`config.mk`:
```
export PLATFORM = sky130hd
export DESIGN_NAME = arbitro_mux_4_1
export DESIGN_NICKNAME = d
export VERILOG_FILES = /design/src/rtl/arbitro_mux_4_1.sv
export SDC_FILE = /design/constraint.sdc
export NUM_CORES = 1
export LEC_CHECK = 0
export CORE_AREA = 4 4 48 50
export DETAILED_ROUTE_END_ITERATION = 6
export DIE_AREA = 0 0 52 54
export GPL_TIMING_DRIVEN = 0
export PLACE_DENSITY = 0.77
export REMOVE_ABC_BUFFERS = 1
export SLEW_MARGIN = 20
export SYNTH_ARGS = -nofsm -noshare
export SYNTH_HDL_FRONTEND = slang
export SYNTH_SLANG_ARGS = --single-unit
```
`constraint.sdc`:
```
create_clock -name clk -period 4.2 [get_ports clk]
set_input_delay 0.42 -clock clk [delete_from_list [all_inputs] [get_ports clk]]
set_output_delay 0.42 -clock clk [all_outputs]
set_load 0.05 [all_outputs]
```
`src/rtl/arbitro_mux_4_1.sv`:
```
// Round-robin arbiter owning the select lines of a shared 4:1 mux, with burst-capped grants.
// Define ARB_PRIORIDADE_FIXA_EN to switch the winner search to fixed priority (req[0] highest).
module arbitro_mux_4_1 #(
  parameter int W         = 1,
  parameter int MAX_BURST = 4
) (
  input  logic         clk,
  input  logic         rst,
  input  logic [3:0]   req,
  input  logic [W-1:0] d0,
  input  logic [W-1:0] d1,
  input  logic [W-1:0] d2,
  input  logic [W-1:0] d3,
  output logic [3:0]   gnt,
  output logic         s1,
  output logic         s0,
  output logic [W-1:0] y,
  output logic         y_valid
);

  typedef enum logic {IDLE, GRANT} state_t;

  localparam logic [3:0] MAX_B = 4'(MAX_BURST);

  state_t     state;
  logic [1:0] last;
  logic [3:0] cnt;
  logic [1:0] sel;
  logic [1:0] owner;

  // Scan from lowest to highest priority so the highest-priority requester is assigned last.
  function automatic logic [1:0] pick(input logic [3:0] r, input logic [1:0] l);
    pick = l;
`ifdef ARB_PRIORIDADE_FIXA_EN
    for (int k = 3; k >= 0; k--) begin
      if (r[k]) pick = 2'(k);
    end
`else
    for (int k = 4; k >= 1; k--) begin
      logic [1:0] idx;
      idx = l + 2'(k);
      if (r[idx]) pick = idx;
    end
`endif
  endfunction

  assign owner = sel;
  assign s1    = sel[1];
  assign s0    = sel[0];

  always_ff @(posedge clk) begin
    if (rst) begin
      state   <= IDLE;
      gnt     <= 4'b0000;
      sel     <= 2'd0;
      last    <= 2'd3;
      cnt     <= 4'd0;
      y_valid <= 1'b0;
    end else begin
      case (state)
        IDLE: begin
          if (|req) begin
            state   <= GRANT;
            sel     <= pick(req, last);
            last    <= pick(req, last);
            gnt     <= 4'b0001 << pick(req, last);
            cnt     <= 4'd1;
            y_valid <= 1'b1;
          end
        end
        GRANT: begin
          if (!req[owner]) begin
            // Release takes precedence over burst expiry; hand over without an idle cycle.
            if (|req) begin
              sel  <= pick(req, owner);
              last <= pick(req, owner);
              gnt  <= 4'b0001 << pick(req, owner);
              cnt  <= 4'd1;
            end else begin
              state   <= IDLE;
              gnt     <= 4'b0000;
              y_valid <= 1'b0;
            end
          end else if (cnt < MAX_B) begin
            cnt <= cnt + 4'd1;
          end else begin
            sel  <= pick(req, owner);
            last <= pick(req, owner);
            gnt  <= 4'b0001 << pick(req, owner);
            cnt  <= 4'd1;
          end
        end
        default: state <= IDLE;
      endcase
    end
  end

  // Data path is purely combinational from the registered select; no source leaks when idle.
  always_comb begin
    y = '0;
    if (y_valid) begin
      case (sel)
        2'd0:    y = d0;
        2'd1:    y = d1;
        2'd2:    y = d2;
        default: y = d3;
      endcase
    end
  end

endmodule

```
Word-level counts from Yosys, hierarchy flattened
Cells that the tools add are included.
{"block": "op_classes", "addsub": 7, "mul": 0, "div_mod_pow": 0, "n_lt_le_gt_ge": 8, "eq_ne": 7, "shifts": 3, "mux": 51, "n_bitwise": 1, "reduce_logical": 5}
{"cell": "$mux 2", "n": 18}
{"cell": "$mux 4", "n": 7}
{"cell": "$lt 2x3->1 const B", "n": 7}
{"cell": "$pmux 4 s2", "n": 2}
{"cell": "$bmux 1 s2", "n": 7}
{"cell": "$mux 1", "n": 13}
{"cell": "$shl 1x2->4 const A", "n": 3}
{"cell": "$add 2x2->2 const B", "n": 4}
{"cell": "$ne 2x2->1 const B", "n": 3}
{"cell": "$reduce_and 3->1", "n": 2}
{"cell": "$add 2x1->2 const B", "n": 2}
{"cell": "$add 4x1->4 const B", "n": 1}
{"cell": "$lt 4x3->1 const B", "n": 1}
{"cell": "$pmux 1 s2", "n": 2}
{"cell": "$pmux 2 s2", "n": 1}
{"cell": "$reduce_or 4->1", "n": 1}
{"cell": "$ne 3x1->1 const B", "n": 1}
{"cell": "$ne 3x3->1 const B", "n": 1}
{"cell": "$pmux 1 s3", "n": 1}
{"cell": "$eq 2x1->1 const B", "n": 1}
{"cell": "$eq 2x2->1 const B", "n": 1}
{"cell": "$logic_not 2->1", "n": 1}
{"cell": "$reduce_and 2->1", "n": 1}
{"cell": "$not 1->1", "n": 1}
{"block": "totals", "regBits": 14, "latchBits": 0, "ramBits": 0, "mem_bits_ro": 0, "inputBits": 10, "out_inout_bits": 8, "wordCells": 88, "memories": 0}

Logic depth before layout (Yosys ltp)
{"block": "logic_depth", "word_depth": 14, "mapped_depth": 8, "mapped_depth_nobuf": 7}

Worst setup path after synthesis
No wires, ideal clock.
{"block": "synth_timing", "path_type": "register to register", "start": "register sel[1] (netlist: owner[1])", "end": "register gnt[1]", "setup_time_ns": 0.122, "arrival_ns": 2.229, "required_time_ns": 4.078, "setup_slack_ns": 1.849, "stages_incl_launch_ff": 9, "n_path_buf": 1, "period_less_slack_ns": 2.351, "cell_sequence": "dfxtp_1 -> buf_6 -> inv_1 -> ha_1 -> mux2_2 -> o22ai_1 -> a21o_1 -> nor2b_1 -> a221o_1"}
{"block": "synth_via", "elab_chain_cells": 14, "word_cells_on_any_way": 30, "cone_classes": "add/sub: 3; eq/ne: 1; shift: 2; mux: 23; reduce/logical: 1"}
{"item": "from (decl)", "line": "28", "rtl": "logic [1:0] sel;"}
{"item": "from (signal assigned)", "line": "64", "rtl": "sel <= pick(req, last);"}
{"item": "from (signal assigned)", "line": "75", "rtl": "sel <= pick(req, owner);"}
{"item": "from (signal assigned)", "line": "87", "rtl": "sel <= pick(req, owner);"}
{"item": "$add 2x2->2", "line": "41", "rtl": "idx = l + 2'(k);"}
{"item": "$bmux 1 s2", "line": "42", "rtl": "if (r[idx]) pick = idx;"}
{"item": "$mux 1 (not written as such)", "line": "42"}
{"item": "$mux 2 (3 in a row)", "line": "42"}
{"item": "$mux 2, on equally long branches"}
{"item": "$mux 2", "line": "72", "rtl": "if (!req[owner]) begin"}
{"item": "$mux 2", "line": "60", "rtl": "case (state)"}
{"item": "$mux 2", "line": "52", "rtl": "if (rst) begin"}
{"item": "$shl 1x2->4, on equally long branches", "line": "77, 89"}
{"item": "$mux 4, on equally long branches", "line": "74, 84"}
{"item": "$mux 4", "line": "72"}
{"item": "$pmux 4 s2", "line": "60"}
{"item": "to (signal assigned)", "line": "66", "rtl": "gnt <= 4'b0001 << pick(req, last);"}
{"item": "to (signal assigned)", "line": "77", "rtl": "gnt <= 4'b0001 << pick(req, owner);"}
{"item": "to (signal assigned)", "line": "89", "rtl": "gnt <= 4'b0001 << pick(req, owner);"}
{"item": "to (decl)", "line": "14", "rtl": "output logic [3:0] gnt,"}
Parallel ways exist; a longest one is shown, timed or not. The select of a mux whose other input is x is not followed.
A chain may end at the register's enable or synchronous reset.

Worst setup path after layout
{"block": "layout_timing", "start": "register sel[1] (netlist: owner[1])", "end": "output port y"}
{"block": "layout_via", "elab_chain_cells": 3, "word_cells_on_any_way": 5, "cone_classes": "eq/ne: 2; mux: 2; reduce/logical: 1"}
{"item": "$eq 2x2->1 (tied with other cells)", "line": "102", "rtl": "case (sel)"}
{"item": "$pmux 1 s3 *", "line": "102"}
{"item": "$mux 1 *", "line": "101", "rtl": "if (y_valid) begin"}
{"item": "to (decl)", "line": "17", "rtl": "output logic [W-1:0] y,"}
Every way passes the cells marked *; elsewhere a longest branch is shown, timed or not.

==> key figures <==
Run status
  – Outcome: completed

Critical path
  – Worst Path Required: 3.78 ns
  – Critical path type: reg -> out
  – Maximum fanout along the worst path: 11
  – CP endpoint kind: output port
  – Worst Path Arrival: 2.51 ns
  – Worst r2r src: owner[1]
  – R2r worst-path depth: 7
  – R2R setup slack: 1.87 ns
  – Startpoint types: register
  – R2r endpoint: gnt[3]

CTS
  – Clk sink count: 14
  – CTS Root Cell: clkbuf_4
  – CTS Buf Count: 3
  – Post CTS Setup Buffer Count: 0
  – Clock Tree Buf Depth: 2
  – Post-CTS Hold Buffers: 0
  – Worst-path clk slew: 0.08 ns
  – Clk_lat worst skew: 0.27 ns
  – CTS tree: yes
  – Htree depth: 1
  – Post-CTS sizing: 0

Route
  – Post-route ant nets: 0
  – DR pass1 iterations: 4
  – Starting DRT DRC Count: 17
  – WL/cell: 13.0 µm
  – Via density: 5.62
  – # DRC: 0
  – Vias: 854
  – Routed wire length: 1.98 mm

Layout
  – Nets: 142
  – Utilization of the core after routing: 0.608
  – Ant. Diodes: 0
  – Share of cells above drive strength 1: 0.104
  – Area Overhead vs Synth: 13.8%
  – Design Area, Final: 1160 µm²

Synth
  – Mean area per synthesized cell: 8.91 µm²
  – Most frequent cell after synthesis: dfxtp_1
  – Synthesis warning total: 0
  – Seq/Total Area, Yosys: 0.276
  – Post-Syn Area: 1020 µm²
  – Ys async rst share: 0
  – Synth unique cells: 43
  – Synthesized flop and latch total: 14
  – Post-Syn Instances: 114
  – Synth area leader: dfxtp_1
  – Top cell type's share of synthesized area: 0.276
  – Top FF cell, synth: dfxtp_1
  – Top cells by area, synth: dfxtp_1, ha_1, buf_6
  – Commonest cells post-synth: dfxtp_1, nor2_1, a21oi_1
  – EDFF count, synth: 0

STA
  – RSZ-0062 raised after global routing: false
  – Worst-Margin Slew: 0.521 ns
  – Max-slew violations: 0
  – Final setup TNS: 0 ns
  – Clock skew: 0.00358 ns
  – Fin crit period: 2.93 ns
  – Final hold violations: 0
  – Maximum clock frequency: 0.341 GHz
  – Setup violations, final: 0
  – Slew margin rel.: 0.650
  – Tcrit/Tclk final: 0.698
  – Hold WS: 0.489 ns

Min path
  – Worst hold endpoint: gnt[3]
  – Hold path depth: 1
  – Hold Path Origin: gnt[3]
  – HP Class: reg -> reg

Floorplanning
  – Die Wd: 52 µm
  – Initial Util: 0.534
  – Die Height: 54 µm
  – Die ar.: 2810 µm²
  – # rows: 16
  – Core Region: 1900 µm²
  – I/O Pins: 18

GRT
  – All-Layer GR Usage: 0.151
  – Antenna violations before repair: 0
  – Gr ovfl total: 0
  – Vias in the first global route: 762
  – Largest net degree at the start of global routing: 14
  – First-pass GRT wire length: 3.20 mm

Power
  – Leakage power: 0.446 nW
  – Pwr/cell area: 379 nW/µm²
  – VDD IR max: 0.197 mV
  – Power, Total: 438 µW

Place
  – Port Buffer Count: 17
  – Post-DP HPWL: 1.47 mm
  – Cell Area, Placed: 1130 µm²
  – RD Place Congestion: 0.733

Job
  – Max Cap Viol: 0
==> worst max-delay path, cell delays in order, from the launching register on <==
cell             delay (ns)
dfxtp_1                0.58
inv_1                  0.16
ha_1                   0.23
a222oi_1               0.29
o21ai_0                0.12
and2_1                 0.16
clkdlybuf4s50_1        0.70
==> state kept, by name, summed over array words and instances, names as in the netlist <==
name,count
state,1
cnt,4
gnt,4
last,2
owner,2
y_valid,1
==> metal layers <==
layer / global-route usage / share of wire / vias up
met1: 0.189 / 0.48 / 402
li1: - / - / 437
met3: 0.0166 / 0.028 / 4
met4: 0.0655 / 0.014 / 0
met5: 0 / 0 / -
met2: 0.262 / 0.48 / 11
==> cell families (layout without fill, tap and decap cells) <==
logic type | Yosys count | in the layout | synth area share
flip-flops | 14 | 14 | 0.276
buffers and inverters | 15 | 26 | 0.107
multiplexers | 6 | 6 | 0.0739
AND/OR/NAND/NOR | 41 | 41 | 0.260
adder cells (fa/ha/maj) | 5 | 5 | 0.0616
AO/OA/AOI/OAI | 33 | 33 | 0.222
==> area by class of cell <==
type,count,area [µm²]
clock buffer,3,22.5
fill,170,746
timing repair buffer,17,170
tap,27,33.8
inverter,6,22.5
multi-input combinational,85,627
sequential,14,280
==> power breakdown <==
group,internal (mW),total [mW],switching [mW],leakage (nW)
combinational,0.0805,0.193,0.113,0.317
sequential,0.148,0.171,0.0225,0.116
clock,0.0332,0.0733,0.0401,0.0138
total,0.262,0.438,0.175,0.446
==> worst max path at each step <==
stage | start | end | slack [ns] | depth (start not counted)
after CTS | owner[1] | y | 1.24 | 6
after floorplan | owner[1] | gnt[1] | 1.77 | 7
final | owner[1] | y | 1.27 | 6
after detailed placement | owner[1] | y | 1.54 | 6
after global routing | owner[1] | y | 1.05 | 6
after global placement | owner[1] | y | 1.60 | 6
==> through the flow <==
step	setup slack (ns)	instances
global route	1.05	152
CTS	1.24	152
finish	1.27	152
global placement	1.60	149
detailed placement	1.54	149
floorplan	1.77	105
==> layout by cell type, fill, tap and decap left out, types with 2 or more instances in the layout <==
| cell | count |
|---|---|
| o21ai_0 | 3 |
| nand3b_1 | 2 |
| inv_1 | 6 |
| o31ai_1 | 2 |
| clkdlybuf4s50_1 | 17 |
| nand2_1 | 7 |
| ha_1 | 5 |
| a22oi_1 | 2 |
| o22ai_1 | 2 |
| nor3_1 | 2 |
| nor2b_1 | 2 |
| a211oi_1 | 2 |
| dfxtp_1 | 14 |
| clkbuf_4 | 3 |
| nand2b_1 | 2 |
| nor2_1 | 13 |
| and3b_1 | 2 |
| and2_1 | 2 |
| mux2i_1 | 3 |
| mux2_2 | 2 |
| a32oi_1 | 2 |
| a21oi_1 | 10 |
| a221o_1 | 2 |
| nor3b_1 | 2 |
No activity file was read; power rests on OpenSTA's default activity.
